===== src/rtl/mem_wb_if.sv =====
// mem_wb_if: EX/MEM request bus into the memory stage and MEM/WB write-back bus out of it.
interface mem_wb_if;
   logic        mem_valid;
   logic        wb_en_in;
   logic        mem_r_en;
   logic        mem_w_en;
   logic [31:0] alu_result;
   logic [31:0] val_rm;
   logic [3:0]  dest_in;
   logic        freeze;
   logic        wb_en;
   logic [3:0]  wb_dest;
   logic [31:0] wb_result;
   modport master (
      output mem_valid, wb_en_in, mem_r_en, mem_w_en, alu_result, val_rm, dest_in,
      input  freeze, wb_en, wb_dest, wb_result
   );
   modport slave (
      input  mem_valid, wb_en_in, mem_r_en, mem_w_en, alu_result, val_rm, dest_in,
      output freeze, wb_en, wb_dest, wb_result
   );
endinterface


===== src/rtl/mem_wb_stage.sv =====
// mem_wb_stage: multi-cycle data-memory stage with MEM/WB register; stalls upstream while a load/store is in flight.
module mem_wb_stage #(
   parameter int MEM_WAIT  = 3,
   parameter int MEM_WORDS = 64
) (
   input logic     clk,
   input logic     rst,
   mem_wb_if.slave bus
);
   localparam int AW = $clog2(MEM_WORDS);
   typedef enum logic [1:0] {IDLE, ACCESS, DONE} state_t;
   state_t      r_state, w_next;
   logic [3:0]  r_cnt, w_cnt_next;
   logic [31:0] r_addr, r_data;
   logic [3:0]  r_dest;
   logic        r_wb_en_in, r_rd, r_wr;
   logic [31:0] r_mem [MEM_WORDS];
   logic        r_wb_en;
   logic [3:0]  r_wb_dest;
   logic [31:0] r_wb_result;
   logic        w_req, w_freeze, w_load;
   logic [AW-1:0] w_idx;
   assign w_req  = bus.mem_valid & (bus.mem_r_en | bus.mem_w_en);
   assign w_idx  = r_addr[AW+1:2];
   assign w_load = r_rd & ~r_wr;
   always_comb begin
      w_next     = r_state;
      w_cnt_next = r_cnt;
      w_freeze   = 1'b0;
      case (r_state)
         IDLE: begin
            w_freeze = w_req;
            if (w_req) begin
               w_next     = ACCESS;
               w_cnt_next = 4'(MEM_WAIT - 1);
            end
         end
         ACCESS: begin
            w_freeze   = 1'b1;
            w_next     = (r_cnt == 4'd0) ? DONE : ACCESS;
            w_cnt_next = (r_cnt == 4'd0) ? 4'd0 : r_cnt - 4'd1;
         end
         default: w_next = IDLE;
      endcase
   end
   always_ff @(posedge clk or negedge rst) begin
      if (!rst) begin
         r_state    <= IDLE;
         r_cnt      <= 4'd0;
         r_addr     <= '0;
         r_data     <= '0;
         r_dest     <= '0;
         r_wb_en_in <= 1'b0;
         r_rd       <= 1'b0;
         r_wr       <= 1'b0;
      end else begin
         r_state <= w_next;
         r_cnt   <= w_cnt_next;
         if (r_state == IDLE && w_req) begin
            r_addr     <= bus.alu_result;
            r_data     <= bus.val_rm;
            r_dest     <= bus.dest_in;
            r_wb_en_in <= bus.wb_en_in;
            r_rd       <= bus.mem_r_en;
            r_wr       <= bus.mem_w_en;
         end
      end
   end
   // Array is deliberately outside the reset domain so contents survive reset.
   always_ff @(posedge clk)
      if (rst && r_state == DONE && r_wr) r_mem[w_idx] <= r_data;
   always_ff @(posedge clk or negedge rst) begin
      if (!rst) begin
         r_wb_en     <= 1'b0;
         r_wb_dest   <= 4'd0;
         r_wb_result <= 32'd0;
      end else if (!w_freeze) begin
         r_wb_en     <= (r_state == DONE) ? (r_wb_en_in & w_load) : (bus.mem_valid & bus.wb_en_in);
         r_wb_dest   <= (r_state == DONE) ? r_dest : bus.dest_in;
         r_wb_result <= (r_state == DONE) ? (w_load ? r_mem[w_idx] : r_addr) : bus.alu_result;
      end
   end
   assign bus.freeze    = w_freeze;
   assign bus.wb_en     = r_wb_en;
   assign bus.wb_dest   = r_wb_dest;
   assign bus.wb_result = r_wb_result;
endmodule

===== src/flat_wrapper.sv =====
// flat-port wrapper written by rule: the top's interface ports become plain ports
module mem_wb_stage_flat 
#(
   parameter int MEM_WAIT  = 3,
   parameter int MEM_WORDS = 64
)
  (clk, rst, bus_mem_valid, bus_wb_en_in, bus_mem_r_en, bus_mem_w_en, bus_alu_result, bus_val_rm, bus_dest_in, bus_freeze, bus_wb_en, bus_wb_dest, bus_wb_result);
  mem_wb_if bus_i ();
  input logic clk;
  input logic rst;
  input wire logic [$bits(bus_i.mem_valid)-1:0] bus_mem_valid;
  input wire logic [$bits(bus_i.wb_en_in)-1:0] bus_wb_en_in;
  input wire logic [$bits(bus_i.mem_r_en)-1:0] bus_mem_r_en;
  input wire logic [$bits(bus_i.mem_w_en)-1:0] bus_mem_w_en;
  input wire logic [$bits(bus_i.alu_result)-1:0] bus_alu_result;
  input wire logic [$bits(bus_i.val_rm)-1:0] bus_val_rm;
  input wire logic [$bits(bus_i.dest_in)-1:0] bus_dest_in;
  output wire logic [$bits(bus_i.freeze)-1:0] bus_freeze;
  output wire logic [$bits(bus_i.wb_en)-1:0] bus_wb_en;
  output wire logic [$bits(bus_i.wb_dest)-1:0] bus_wb_dest;
  output wire logic [$bits(bus_i.wb_result)-1:0] bus_wb_result;
  assign bus_i.mem_valid = bus_mem_valid;
  assign bus_i.wb_en_in = bus_wb_en_in;
  assign bus_i.mem_r_en = bus_mem_r_en;
  assign bus_i.mem_w_en = bus_mem_w_en;
  assign bus_i.alu_result = bus_alu_result;
  assign bus_i.val_rm = bus_val_rm;
  assign bus_i.dest_in = bus_dest_in;
  assign bus_freeze = bus_i.freeze;
  assign bus_wb_en = bus_i.wb_en;
  assign bus_wb_dest = bus_i.wb_dest;
  assign bus_wb_result = bus_i.wb_result;
  mem_wb_stage #(.MEM_WAIT(MEM_WAIT), .MEM_WORDS(MEM_WORDS)) u_core (.clk(clk), .rst(rst), .bus(bus_i));
endmodule

===== config.mk =====
export PLATFORM = sky130hd
export DESIGN_NAME = mem_wb_stage_flat
export DESIGN_NICKNAME = d
export VERILOG_FILES = /design/src/rtl/mem_wb_if.sv /design/src/rtl/mem_wb_stage.sv /design/src/flat_wrapper.sv
export SDC_FILE = /design/constraint.sdc
export NUM_CORES = 2
export LEC_CHECK = 0
export CAP_MARGIN = 10
export CORE_ASPECT_RATIO = 2
export CORE_UTILIZATION = 33
export DETAILED_ROUTE_END_ITERATION = 16
export HOLD_SLACK_MARGIN = 0.12
export SYNTH_ARGS = -nofsm -noshare
export SYNTH_HDL_FRONTEND = slang
export SYNTH_SLANG_ARGS = --single-unit

===== constraint.sdc =====
create_clock -name clk -period 4.2 [get_ports clk]
set_clock_uncertainty 0.2 [all_clocks]
set_input_delay 1.05 -clock clk [delete_from_list [all_inputs] [get_ports clk]]
set_output_delay 1.05 -clock clk [all_outputs]
set_load 0.005 [all_outputs]

==> flow_summary.json <==
{
  "die_area_mm2": 0.256,
  "timing.final.crit_period_ns": 3.89,
  "hold_path.class": "flop to flop",
  "crit_type": "primary input to primary output",
  "fmax_ghz": 0.257,
  "slew_headroom_pct": 11.5,
  "hpwl_mm": 197,
  "dp.cells": 8002,
  "drt-met1-wl_mm": 102,
  "rows": 261,
  "power.leakage_nw": 31.0,
  "grt_pass1_vias": 48829,
  "cts_root_buf": "clkbuf_16",
  "fin_hold_ws_ns": 0.311,
  "wl_met3_mm": 27.8,
  "cts_buffer_depth": 4,
  "final_max_slew_viol_count": 0,
  "highest_layer": "met5",
  "grt_use_total_pct": 23.5,
  "synth_edf_count": 2048,
  "tritoncts": "yes",
  "yosysSeqAreaShare_pct": 76.9,
  "drt-total-wl_mm": 308,
  "die_w_um": 358,
  "numCtsBuffers": 176,
  "outcome": "completed",
  "cp.required_ns": 2.95,
  "synth_seq_cells": 2162,
  "synth_area_mm2": 0.0837,
  "yosys_warnings": 0,
  "fin_setup_tns_ns": 0,
  "layout.cells.non_filler": 8323,
  "powerDensity_mw_per_mm2": 732,
  "fp.dieH_um": 714,
  "avgSynthCellArea_um2": 18.5,
  "critical_path_arrival_ns": 2.64,
  "first_pass_iters": 8,
  "cts_setup_buffers": 0,
  "clk_pin_slew_ns": 0.07,
  "synthCells": 4520,
  "fillers": 22694,
  "core_area_mm2": 0.252,
  "drc": 0,
  "wl_met2_mm": 151,
  "antenna_found_initial": 26,
  "drive_above_1_share_pct": 24.1,
  "crit_fanout": 2,
  "ir_worst_vdd_mv": 0.429,
  "portBuffers": 111,
  "area_delta_synth_final_pct": 16.7,
  "vias": 50007,
  "clock-sinks": 2162,
  "postRouteAntennaNets": 0,
  "rsz0062_at_grt": "no",
  "clkLatencyLatePin_ns": 0.85,
  "initial_core_util_pct": 33.2,
  "grt_first_pass_wirelength_mm": 412,
  "synthesis.nets": 4594,
  "async_flop_share_pct": 5.27,
  "overflow": 0,
  "maxCapViolCount": 0,
  "startpoint_type": "primary input",
  "drt-wirelength-per-cell_um": 37.0,
  "regToRegSetupSlack_ns": 0.48,
  "hold_viol": 0,
  "worstMarginPinSlew_ns": 1.33,
  "cts_max_level": 4,
  "yosys_most_used_dff": "edfxtp_1",
  "via_per_inst": 6.01,
  "nets": 4969,
  "finalCritPeriodShare_pct": 92.6,
  "grt_max_degree": 84,
  "synthDistinctLibCells": 72,
  "gp_congestion": 0.925,
  "crit_path_end_kind": "primary output",
  "drtIter0Drc": 7582,
  "ioPinCount": 112,
  "setup-violations-final": 0
}
## registers in the layout, summed over array words and instances (netlist names), 2 cells and up
name	count
u_core.r_mem	2048
u_core.bus.wb_result	32
u_core.r_addr	32
u_core.r_data	32
u_core.bus.wb_dest	4
u_core.r_cnt	4
u_core.r_dest	4
u_core.r_state	2
## cell families (layout without fill, tap and decap cells)
family	after synthesis	count (layout)	synth area share [%]
DFF	2162	2162	76.9
AOI/OAI and AO/OA	988	988	8.81
muxes	608	608	10.0
and+or+nand+nor	437	437	2.32
buffers and inverters	325	833	1.93
other	0	8	0
## layout by cell type, fill, tap and decap left out, types with 17 or more instances in the layout
cell type           n
a21oi_1           103
a221o_1            54
a221oi_1          210
a22o_1             50
a22oi_1           164
a31oi_1            24
buf_12             76
buf_4             328
bufinv_16          17
clkbuf_1           41
clkbuf_16         180
clkdlybuf4s50_1   110
clkinv_1           20
clkinv_2           25
dfrtp_1            79
dfrtp_2            32
edfxtp_1         2048
mux2_2            256
mux2i_1           192
mux4_2            160
nand2_1           148
nand3_1            22
nor2_1            109
nor2_4             67
o21ai_0           125
o221ai_1           19
o22a_1             17
o22ai_1            90
o31a_1             17
## synth_stat cells, types with 15 or more instances
cell         n  area (um^2)
a21oi_1    103          515
a221o_1     54          541
a221oi_1   210         1840
a22o_1      50          438
a22oi_1    164         1230
a31oi_1     24          150
buf_1       22         82.6
buf_2      103          515
buf_4       47          353
clkbuf_1   135          507
dfrtp_1    114         2850
edfxtp_1  2048        61500
mux2_2     256         2880
mux2i_1    192         1920
mux4_2     160         3600
nand2_1    148          556
nand3_1     23          115
nor2_1     175          657
o211ai_1    15          113
o21ai_0    125          626
o221ai_1    19          166
o22a_1      17          149
o22ai_1     90          563
o31a_1      17          149
## critical path: stages
cell	delay [ns]
clkdlybuf4s50_1	0.44
o21ai_0	0.41
a21o_1	0.23
inv_2	0.06
clkdlybuf4s50_1	0.45
## power by group
group          switching [mW]  internal (mW)  total [mW]
combinational            16.6           8.32        25.0
clock                    7.74           9.15        16.9
sequential               2.41           27.3        29.7
## per-stage QoR
stage / util, % / cell area [um^2] / total power [mW] / setup slack, ns
after global placement: 36.4 / 91900 / 54.1 / 0.285
after CTS: 38.7 / 97600 / 71.0 / 0.296
after floorplan: - / 83700 / 41.1 / 0.448
after global routing: 38.7 / 97700 / 72.6 / 0.222
after detailed placement: 36.4 / 91900 / 54.4 / 0.316
final: 38.7 / 97700 / 71.5 / 0.309
## layout make-up
| type | count | area (um^2) | area share, % |
|---|---|---|---|
| sequential | 2162 | 64400 | 65.9 |
| multi-input combinational | 2033 | 18300 | 18.7 |
| timing repair buffer | 516 | 5110 | 5.23 |
| clock buffer | 232 | 4810 | 4.92 |
| tap | 3287 | 4110 | 4.21 |
| clock inverter | 79 | 868 | 0.889 |
| inverter | 6 | 35.0 | 0.0359 |
| antenna | 8 | 20.0 | 0.0205 |
## path summary, 6_finish.rpt
path	from	to	depth (start not counted)
setup / recovery	bus_mem_w_en	bus_freeze	5
min in group asynchronous	rst	u_core.r_data[4]	3
hold / removal	u_core.r_dest[3]	u_core.r_dest[3]	1
hold reg to reg	u_core.r_dest[3]	u_core.r_dest[3]	1
setup reg to reg	u_core.r_addr[4]	u_core.bus.wb_result[27]	9
max in group asynchronous	rst	u_core.r_data[6]	4
## layer usage
metal | vias to the layer above | GRT usage, %
met5 | - | 0
met4 | 10 | 17.5
met3 | 920 | 3.88
met2 | 3600 | 39.9
met1 | 26048 | 26.5
li1 | 19429 | -
## what timing repair did
item / CTS / global route
endpoints found under the hold margin: 2 / 0
setup endpoints to repair: 0 / 0
resized for setup: 0 / 0
hold buffers: 1 / 0
No activity file was read; power rests on OpenSTA's default activity.
